`src/rtl/mem_io_bridge_pkg.sv`:
```
`default_nettype none
// ============================================================================
// Module  : mem_io_bridge_pkg
// Purpose : Shared I/O offsets, STATUS bit positions and address decode.
// Rev     : 1.0  initial release
// ============================================================================
package mem_io_bridge_pkg;

    localparam logic [7:0] IO_OFF_OUT    = 8'd0;
    localparam logic [7:0] IO_OFF_STATUS = 8'd1;
    localparam logic [7:0] IO_OFF_IN     = 8'd2;

    localparam int ST_IN_FULL   = 0;
    localparam int ST_OUT_FULL  = 1;
    localparam int ST_OUT_EMPTY = 2;
    localparam int ST_OVF       = 3;

    typedef enum logic [2:0] {
        RGN_RAM    = 3'd0,
        RGN_OUT    = 3'd1,
        RGN_STATUS = 3'd2,
        RGN_IN     = 3'd3,
        RGN_NONE   = 3'd4
    } region_e;

    function automatic region_e decode_addr(input logic [7:0] a, input logic [7:0] base);
        logic [7:0] off;
        off = a - base;
        if (a < base)
            return RGN_RAM;
        case (off)
            IO_OFF_OUT:    return RGN_OUT;
            IO_OFF_STATUS: return RGN_STATUS;
            IO_OFF_IN:     return RGN_IN;
            default:       return RGN_NONE;
        endcase
    endfunction

endpackage
`default_nettype wire

```
`src/rtl/mem_io_bridge_sync_fifo.sv`:
```
`default_nettype none
// ============================================================================
// Module  : sync_fifo
// Purpose : Single-clock FIFO with count, full/empty and push-while-full-pop.
// Rev     : 1.0  initial release
// ============================================================================
module sync_fifo #(
    parameter int DEPTH = 4,
    parameter int WIDTH = 8
) (
    input  logic                         clk,
    input  logic                         rst_n,
    input  logic                         i_push,
    input  logic [WIDTH-1:0]             i_push_data,
    input  logic                         i_pop,
    output logic [WIDTH-1:0]             o_pop_data,
    output logic                         o_full,
    output logic                         o_empty,
    output logic [$clog2(DEPTH+1)-1:0]   o_count
);

    localparam int PTR_W = $clog2(DEPTH);
    localparam int CNT_W = $clog2(DEPTH+1);

    logic [WIDTH-1:0] r_mem [DEPTH];
    logic [PTR_W-1:0] r_wr_ptr;
    logic [PTR_W-1:0] r_rd_ptr;
    logic [CNT_W-1:0] r_count;

    logic w_full;
    logic w_empty;
    logic w_do_push;
    logic w_do_pop;

    assign w_full    = (r_count == CNT_W'(DEPTH));
    assign w_empty   = (r_count == '0);
    assign w_do_pop  = i_pop && !w_empty;
    // A full FIFO still accepts a push when the head leaves on the same edge.
    assign w_do_push = i_push && (!w_full || w_do_pop);

    always_ff @(posedge clk) begin
        if (w_do_push)
            r_mem[r_wr_ptr] <= i_push_data;
    end

    always_ff @(posedge clk or negedge rst_n) begin
        if (!rst_n) begin
            r_wr_ptr <= '0;
            r_rd_ptr <= '0;
            r_count  <= '0;
        end else begin
            if (w_do_push)
                r_wr_ptr <= r_wr_ptr + 1'b1;
            if (w_do_pop)
                r_rd_ptr <= r_rd_ptr + 1'b1;
            case ({w_do_push, w_do_pop})
                2'b10:   r_count <= r_count + 1'b1;
                2'b01:   r_count <= r_count - 1'b1;
                default: r_count <= r_count;
            endcase
        end
    end

    assign o_pop_data = w_empty ? '0 : r_mem[r_rd_ptr];
    assign o_full     = w_full;
    assign o_empty    = w_empty;
    assign o_count    = r_count;

endmodule
`default_nettype wire

```
`src/rtl/mem_io_bridge.sv`:
```
`default_nettype none
// ============================================================================
// Module  : mem_io_bridge
// Purpose : CPU RAM plus memory-mapped output FIFO, input register and STATUS.
// Rev     : 1.0  initial release
// ============================================================================
module mem_io_bridge
    import mem_io_bridge_pkg::*;
#(
    parameter int         FIFO_DEPTH = 4,
    parameter logic [7:0] IO_BASE    = 8'hF0
) (
    input  logic       clk,
    input  logic       rst_n,
    input  logic [7:0] addr,
    input  logic [7:0] wdata,
    input  logic       we,
    output logic [7:0] rdata,
    input  logic       ld_en,
    input  logic [7:0] ld_addr,
    input  logic [7:0] ld_data,
    output logic [7:0] out_data,
    output logic       out_valid,
    input  logic       out_ready,
    input  logic [7:0] in_data,
    input  logic       in_valid,
    output logic       in_ready
);

    localparam int RAM_DEPTH = int'(IO_BASE);
    localparam int CNT_W     = $clog2(FIFO_DEPTH+1);

    logic [7:0] r_ram [RAM_DEPTH];
    logic [7:0] r_in_data;
    logic       r_in_full;
    logic       r_ovf;

    region_e    w_region;
    logic       w_cpu_we;
    logic       w_push_req;
    logic       w_pop;
    logic       w_push_rej;
    logic       w_ack;
    logic       w_capture;
    logic       w_fifo_full;
    logic       w_fifo_empty;
    logic [CNT_W-1:0] w_fifo_count;
    logic [7:0] w_status;

    assign w_region   = decode_addr(addr, IO_BASE);
    // The loader owns the write port: any CPU write in a loader cycle is dropped.
    assign w_cpu_we   = we && !ld_en;
    assign w_push_req = w_cpu_we && (w_region == RGN_OUT);
    assign w_pop      = out_valid && out_ready;
    assign w_push_rej = w_push_req && !w_pop && (w_fifo_count == CNT_W'(FIFO_DEPTH));
    assign w_ack      = w_cpu_we && (w_region == RGN_IN);
    assign w_capture  = in_valid && !r_in_full;

    sync_fifo #(
        .DEPTH (FIFO_DEPTH),
        .WIDTH (8)
    ) u_out_fifo (
        .clk         (clk),
        .rst_n       (rst_n),
        .i_push      (w_push_req),
        .i_push_data (wdata),
        .i_pop       (w_pop),
        .o_pop_data  (out_data),
        .o_full      (w_fifo_full),
        .o_empty     (w_fifo_empty),
        .o_count     (w_fifo_count)
    );

    assign out_valid = !w_fifo_empty;
    assign in_ready  = !r_in_full;

    always_ff @(posedge clk) begin
        if (ld_en) begin
            if (ld_addr < IO_BASE)
                r_ram[ld_addr] <= ld_data;
        end else if (we && (w_region == RGN_RAM)) begin
            r_ram[addr] <= wdata;
        end
    end

    always_ff @(posedge clk or negedge rst_n) begin
        if (!rst_n) begin
            r_in_data <= 8'h00;
            r_in_full <= 1'b0;
            r_ovf     <= 1'b0;
        end else begin
            // Acknowledge wins over a coincident capture.
            if (w_ack) begin
                r_in_full <= 1'b0;
            end else if (w_capture) begin
                r_in_data <= in_data;
                r_in_full <= 1'b1;
            end
            if (w_cpu_we && (w_region == RGN_STATUS))
                r_ovf <= 1'b0;
            else if (w_push_rej)
                r_ovf <= 1'b1;
        end
    end

    always_comb begin
        w_status               = 8'h00;
        w_status[ST_IN_FULL]   = r_in_full;
        w_status[ST_OUT_FULL]  = w_fifo_full;
        w_status[ST_OUT_EMPTY] = w_fifo_empty;
        w_status[ST_OVF]       = r_ovf;
    end

    always_comb begin
        rdata = 8'h00;
        case (w_region)
            RGN_RAM:    rdata = r_ram[addr];
            RGN_STATUS: rdata = w_status;
            RGN_IN:     rdata = r_in_data;
            default:    rdata = 8'h00;
        endcase
    end

endmodule
`default_nettype wire

```
`config.mk`:
```
export PLATFORM = sky130hd
export DESIGN_NAME = mem_io_bridge
export DESIGN_NICKNAME = d
export VERILOG_FILES = /design/src/rtl/mem_io_bridge_pkg.sv /design/src/rtl/mem_io_bridge_sync_fifo.sv /design/src/rtl/mem_io_bridge.sv
export SDC_FILE = /design/constraint.sdc
export NUM_CORES = 2
export LEC_CHECK = 0
export CAP_MARGIN = 40
export CORE_MARGIN = 3
export CORE_UTILIZATION = 57
export DETAILED_ROUTE_END_ITERATION = 6
export GPL_TIMING_DRIVEN = 0
export PLACE_DENSITY = 0.76
export SLEW_MARGIN = 0
export SYNTH_ARGS = -nofsm -noshare
export SYNTH_HDL_FRONTEND = slang
export SYNTH_SLANG_ARGS = --single-unit
```
`constraint.sdc`:
```
create_clock -name clk -period 2.5 [get_ports clk]
set_clock_uncertainty 0.15 [all_clocks]
set_input_delay 0.25 -clock clk [delete_from_list [all_inputs] [get_ports clk]]
set_output_delay 0.25 -clock clk [all_outputs]
set_load 0.03 [all_outputs]
```
Word-level counts from Yosys, hierarchy flattened --
Memory sizes are Yosys's and may differ from the RTL's. Cells that the tools add are included.
Word-level totals: register bits after elaboration 17, bits in latches 0, memory bits (writable) 1952, memory bits (read-only) 0, word-level logic and storage cells 71, memories kept 2
Operators by class: $add $sub $neg 5, $mul 0, div/mod/pow operators 0, order comparisons 2, equality and inequality tests 8, shift-type cells 0, mux-type cells 22, bitwise gates (word level) 1, reductions and logical operators 25
Memory list:
- r_ram | depth 240, bits a word 8, read ports 1, clocked after Yosys merged registers in 0, wr ports 1, RTL line mem_io_bridge.sv:33 | logic [7:0] r_ram [RAM_DEPTH];
- u_out_fifo.r_mem | depth 4, bits a word 8, read ports 1, clocked after Yosys merged registers in 0, wr ports 1, RTL line mem_io_bridge_sync_fifo.sv:25 | logic [WIDTH-1:0] r_mem [DEPTH];
Operator list (number):
- 2-to-1 mux 8 bit | 3
- case mux 8 bit (3 select lines) | 1
- less-than comparator 8 bit, second input constant | 2
- 2-to-1 mux 1 bit | 14
- logical AND 1 bit | 11
- case mux 3 bit (3 select lines) | 1
- == test 8 x 1 -> 1 bit, second input constant | 1
- == test 8 x 2 -> 1 bit, second input constant | 1
- logical NOT 8 bit | 1
- OR reduction 8 bit | 1
- subtractor 8 bit, second input constant | 1
- == test 3 x 2 -> 1 bit, second input constant | 2
- logical NOT 3 bit | 2
- 2-to-1 mux 3 bit | 2
- case mux 3 bit (2 select lines) | 1
- nonzero test 2 bit | 3
- logical NOT 1 bit | 5
- adder 2 x 1 -> 2 bit, second input constant | 2
- adder 3 x 1 -> 3 bit, second input constant | 1
- == test 3 x 1 -> 1 bit, second input constant | 1
- == test 3 bit, second input constant | 1
- subtractor 3 x 1 -> 3 bit, second input constant | 1
- == test 2 x 1 -> 1 bit, second input constant | 1
- == test 2 bit, second input constant | 1
- other kinds (3) | 3

Depth between registers and ports, before layout --
word-level depth 11, mapped depth 14

Cells and area by module --
Synthesis repeated with hierarchy kept, for this count alone.
Unflattened totals: cells, all modules 3662, area total of the unflattened synthesis 77332.9 um^2
By module, submodules not included:
- mem_io_bridge | times used 1, cells an instance 3559, area an instance 75615.0 um^2
- sync_fifo | times used 1, cells an instance 103, area an instance 1717.9 um^2

Least setup slack after synthesis --
OpenSTA, ideal clock, no wires.
path kind in2reg, from input addr[4], to memory r_ram[0][0] (data pin), setup time 0.784 ns, data arrival time 4.227 ns, data required time 1.566 ns, setup slack -2.661 ns, cell stages on the path 6, buffers on the path 2, cells stage by stage clkbuf_8 > and4_2 > nor2_1 > clkbuf_1 > nand2_1 > nand2_1
Between the ends: cells in the longest elaborated chain, start to end 11, elaborated cells between the ends (all ways) 15, those cells by class 1 x add/sub; 1 x order compare; 2 x eq/ne; 7 x mux; 4 x reduce/logical
Ends and longest elaborated chain:
- start: declaration | RTL line mem_io_bridge.sv:15 | input logic [7:0] addr,
- subtractor 8 bit | RTL line mem_io_bridge_pkg.sv:28 | off = a - base;
- == test 8 x 2 -> 1 bit, or another cell as far along | RTL line mem_io_bridge_pkg.sv:31 | case (off)
- case mux 3 bit (3 select lines) | RTL line mem_io_bridge_pkg.sv:31
- 2-to-1 mux 3 bit (*) | RTL line mem_io_bridge_pkg.sv:31
- logical NOT 3 bit (*) | RTL line mem_io_bridge.sv:81 | end else if (we && (w_region == RGN_RAM)) begin
- logical AND 1 bit (*) | RTL line mem_io_bridge.sv:81
- 2-to-1 mux 1 bit (*) | RTL line mem_io_bridge.sv:81
- 2-to-1 mux 1 bit (*) | RTL line mem_io_bridge.sv:78 | if (ld_en) begin
- 2-to-1 mux 1 bit (not written as such) (*) | RTL line mem_io_bridge.sv:82 | r_ram[addr] <= wdata;
- OR reduction 8 bit (no source line) (*)
- 2-to-1 mux 8 bit (no source line) (*)
- end: declaration | RTL line mem_io_bridge.sv:33
Every way passes the cells marked *; elsewhere a longest branch is shown, timed or not.

Final worst setup path --
from input addr[2], to output rdata[2]
Between the ends: cells in the longest elaborated chain, start to end 6, elaborated cells between the ends (all ways) 13, those cells by class 1 x add/sub; 1 x order compare; 4 x eq/ne; 4 x mux; 2 x reduce/logical; 1 x memory
Ends and longest elaborated chain:
- subtractor 8 bit | RTL line mem_io_bridge_pkg.sv:28
- == test 8 x 2 -> 1 bit, or another cell as far along | RTL line mem_io_bridge_pkg.sv:31
- case mux 3 bit (3 select lines) | RTL line mem_io_bridge_pkg.sv:31
- 2-to-1 mux 3 bit | RTL line mem_io_bridge_pkg.sv:31
- == test 3 x 2 -> 1 bit or logical NOT 3 bit (tied branches) | RTL line mem_io_bridge.sv:116 | case (w_region)
- case mux 8 bit (3 select lines) (*) | RTL line mem_io_bridge.sv:116
- end: declaration | RTL line mem_io_bridge.sv:18 | output logic [7:0] rdata,
Marked as above.

==> results.toml <==
[outcome]
status = "complete, but fails checks"
violations = "DRC, setup timing"

[logic_synthesis]
yosys_most_used_dff = "edfxtp_1"
async_flop_share_pct = 0.863
netlist.area_leader.share_pct = 75.5
syn_inst = 3742
syn_area_um2 = 77600
synth_top_area_cell = "edfxtp_1"
synthDistinctLibCells = 65
syn_nets = 3794
syn_avg_cell_area_um2 = 20.7
synth_edf_count = 1952
synth_warnings = 0
synth_area_leaders = "edfxtp_1 (75%), mux4_2 (12%), mux2i_1 (2.1%), nor2_1 (1.4%), mux4_1 (0.74%)"
yosysSeqAreaShare_pct = 76.0
yosys_register_bits = 1969

[routing]
vias = 48600
detail_route.wl_per_cell_um = 49.8
vias_per_cell = 7.83
drt_wl_total_mm = 309
drt_iter0_markers = 10900
first_pass_iters = 7
detail-route-antenna-nets = 0
route.detailed.drc = 13

[cts]
clk_latency_ns = 0.91
cts_inserted_buffers = 190
cts.path.max_buffers = 3
htreeDepth = 4
clock_sinks = 1969
clock-root-buffer = "clkbuf_16"
path_clk_slew_ns = 0.07
cts_tree = "built"

[floorplan]
coreArea_um2 = 134000
die_w_um = 375
rows = 134
chipHeight_um = 375
pin_count = 64
dieArea_um2 = 141000
start_util_pct = 57.8

[final_layout]
layout.cells.non_filler = 6214
mostFrequentLayoutCell = "edfxtp_1"
stdcell_area_um2 = 94300
fin_util_pct = 70.2
num-fill-cells = 7581
finalNetCount = 4324
layout_common_cells = "edfxtp_1 (1952), mux4_2 (434), clkbuf_16 (212)"
syn_to_final_growth_pct = 21.5
drive_gt1_share_pct = 37.5

[global_routing]
track_usage_pct = 41.9
antenna_found_initial = 26
grt_first_pass_wirelength_mm = 387
overflow = 0
grt_pass1_vias = 44500
grt_max_degree = 153

[power_and_ir_drop]
power_switching_share_pct = 24.9
power_density_nw_per_um2 = 789
power_switching_uw = 18500
ir_drop_uv = 630
comb_power_share_pct = 10.5
leakagePower_uw = 0.0298
seqPwrFrac_pct = 49.6
clkPwrFrac_pct = 39.9
intPower_uw = 55900

[timing]
rsz0062_at_grt = "yes"
worst_slew_pin_slew_ns = 1.18
hold_viol = 0
fmax_mhz = 245
final.min_clock_period_ns = 4.08
min_period_over_period_pct = 163
slew_viol_final = 0
slew_headroom_pct = 20.7
finalSetupTns_ns = -71.65
setup_violations = 738
final.setup.worst_slack_ns = -1.58

[placement]
gp_congestion = 1.05
pre_cts_slack_ns = -3.88
place_inst = 5712
port_buffers = 59
hpwl_mm = 184
place_area_um2 = 82100

[worst_setup_path]
slowest_stage = "mux2i_1"
cp.required_ns = 2.10
cp_common_cell = "buf_6"
path_class = "input port to output pin"
crit_fanout = 10
crit_arrival_ns = 3.68
path_buf_inv = 6
critPathLaunchType = "input port"
path_delay_family = "buffers and inverters"
worst-r2r-setup-slack_ns = 0.16
end_kind = "output pin"
cpPeakStageDelay_ns = 0.52
cp_cell_sequence = "clkdlybuf4s15_2, buf_6, inv_4, buf_6, buf_6, mux2i_1, a22oi_1, a21oi_2, nor2_1, a31o_4, buf_2"

[run]
cap_viol_max_count = 0

[worst_hold_path]
min_path_type = "input port to flip-flop"
## worst min-delay path, stage by stage
cell,delay (ns)
clkdlybuf4s50_1,0.48
and2_1,0.23
xor2_1,0.15
## cells by family (layout without fill, tap and decap cells)
| logic type | count (synthesis) | count (layout) | share of synthesized area [%] |
|---|---|---|---|
| adders and majority gates | 6 | 6 | 0.106 |
| and+or+nand+nor | 562 | 584 | 3.07 |
| buffers and inverters | 230 | 890 | 2.12 |
| DFF | 1969 | 1969 | 76.0 |
| muxes | 642 | 642 | 15.7 |
| AOI/OAI and AO/OA | 327 | 327 | 2.90 |
| xor gates and xnor gates | 6 | 6 | 0.0677 |
| other | 0 | 22 | 0 |
## final timing paths
check | startpoint | endpoint | cells after the start
setup / recovery | addr[2] | rdata[2] | 11
hold / removal | out_ready | u_out_fifo.r_rd_ptr[0] | 3
setup reg to reg | u_out_fifo.o_count[0] | u_out_fifo.o_count[2] | 12
hold reg to reg | r_in_data[0] | r_in_data[0] | 1
max in group asynchronous | rst_n | r_in_data[5] | 2
min in group asynchronous | rst_n | r_in_full | 2
## Yosys cell counts (9+ instances only)
cell and count:
edfxtp_1 1952, mux4_2 428, nor2_1 285, mux2i_1 162, nand2_1 152, a22oi_1 76
clkbuf_1 67, a21oi_1 60, buf_2 55, o21ai_0 45, buf_6 34, mux2_2 30
nand3_1 26, a221oi_1 25, buf_4 22, mux4_1 22, nor3_1 22, and2_1 21
o22ai_1 19, dfrtp_1 17, clkbuf_8 16, nand2b_1 16, a211oi_1 13, a32oi_1 12
buf_8 12, nor2b_1 12, inv_1 11, o211ai_1 11, a31oi_1 10, o221ai_1 9
## power groups by stage
stage | clock, µW | sequential (µW) | combinational, µW
after floorplan | 0 | 37600 | 2990
after global placement | 0 | 37600 | 5670
after detailed placement | 0 | 37600 | 5960
after CTS | 29300 | 36900 | 6650
after global routing | 30600 | 36900 | 7660
final | 29600 | 36900 | 7850
## registers in the layout (all words and copies together) (netlist names)
name / flops
u_out_fifo.o_count: 3
r_in_data: 8
u_out_fifo.r_mem: 32
r_in_full: 1
r_ovf: 1
u_out_fifo.r_wr_ptr: 2
u_out_fifo.r_rd_ptr: 2
r_ram: 1920
## area by class of cell
class | instances | area, µm² | area share, %
Sequential cell | 1969 | 59000 | 62.6
Multi-Input combinational cell | 1565 | 19900 | 21.1
Clock buffer | 225 | 4930 | 5.23
Timing Repair Buffer | 319 | 3660 | 3.88
Buffer | 214 | 3060 | 3.25
Tap cell | 1768 | 2210 | 2.35
Clock inverter | 119 | 1360 | 1.44
Inverter | 13 | 60.1 | 0.0637
Antenna cell | 22 | 55.1 | 0.0584
## timing repair
item / in CTS / in global routing
gates cloned: 0 / 33
endpoints found under the hold margin: 58 / 3
hold buffers: 18 / 1
endpoints found under the setup margin: 3883 / 2673
resized for setup: 981 / 227
pin swaps: 83 / 37
setup buffers: 60 / 27
## through the flow
stage / total power [µW] / hold slack [ns]
finish: 74400 / 0.0832
global route: 75100 / 0.105
CTS: 72900 / 0.0498
detailed placement: 43600 / 0.354
global placement: 43300 / 0.357
floorplan: 40600 / -0.196
## layer usage
layer	track usage (%)	routed length, µm	up-vias
li1	-	-	16700
met1	51.2	91700	23900
met2	55.9	122000	6279
met3	22.6	62500	1729
met4	31.0	32400	31
met5	1.78	771	-
(Power assumes the default switching activity.)
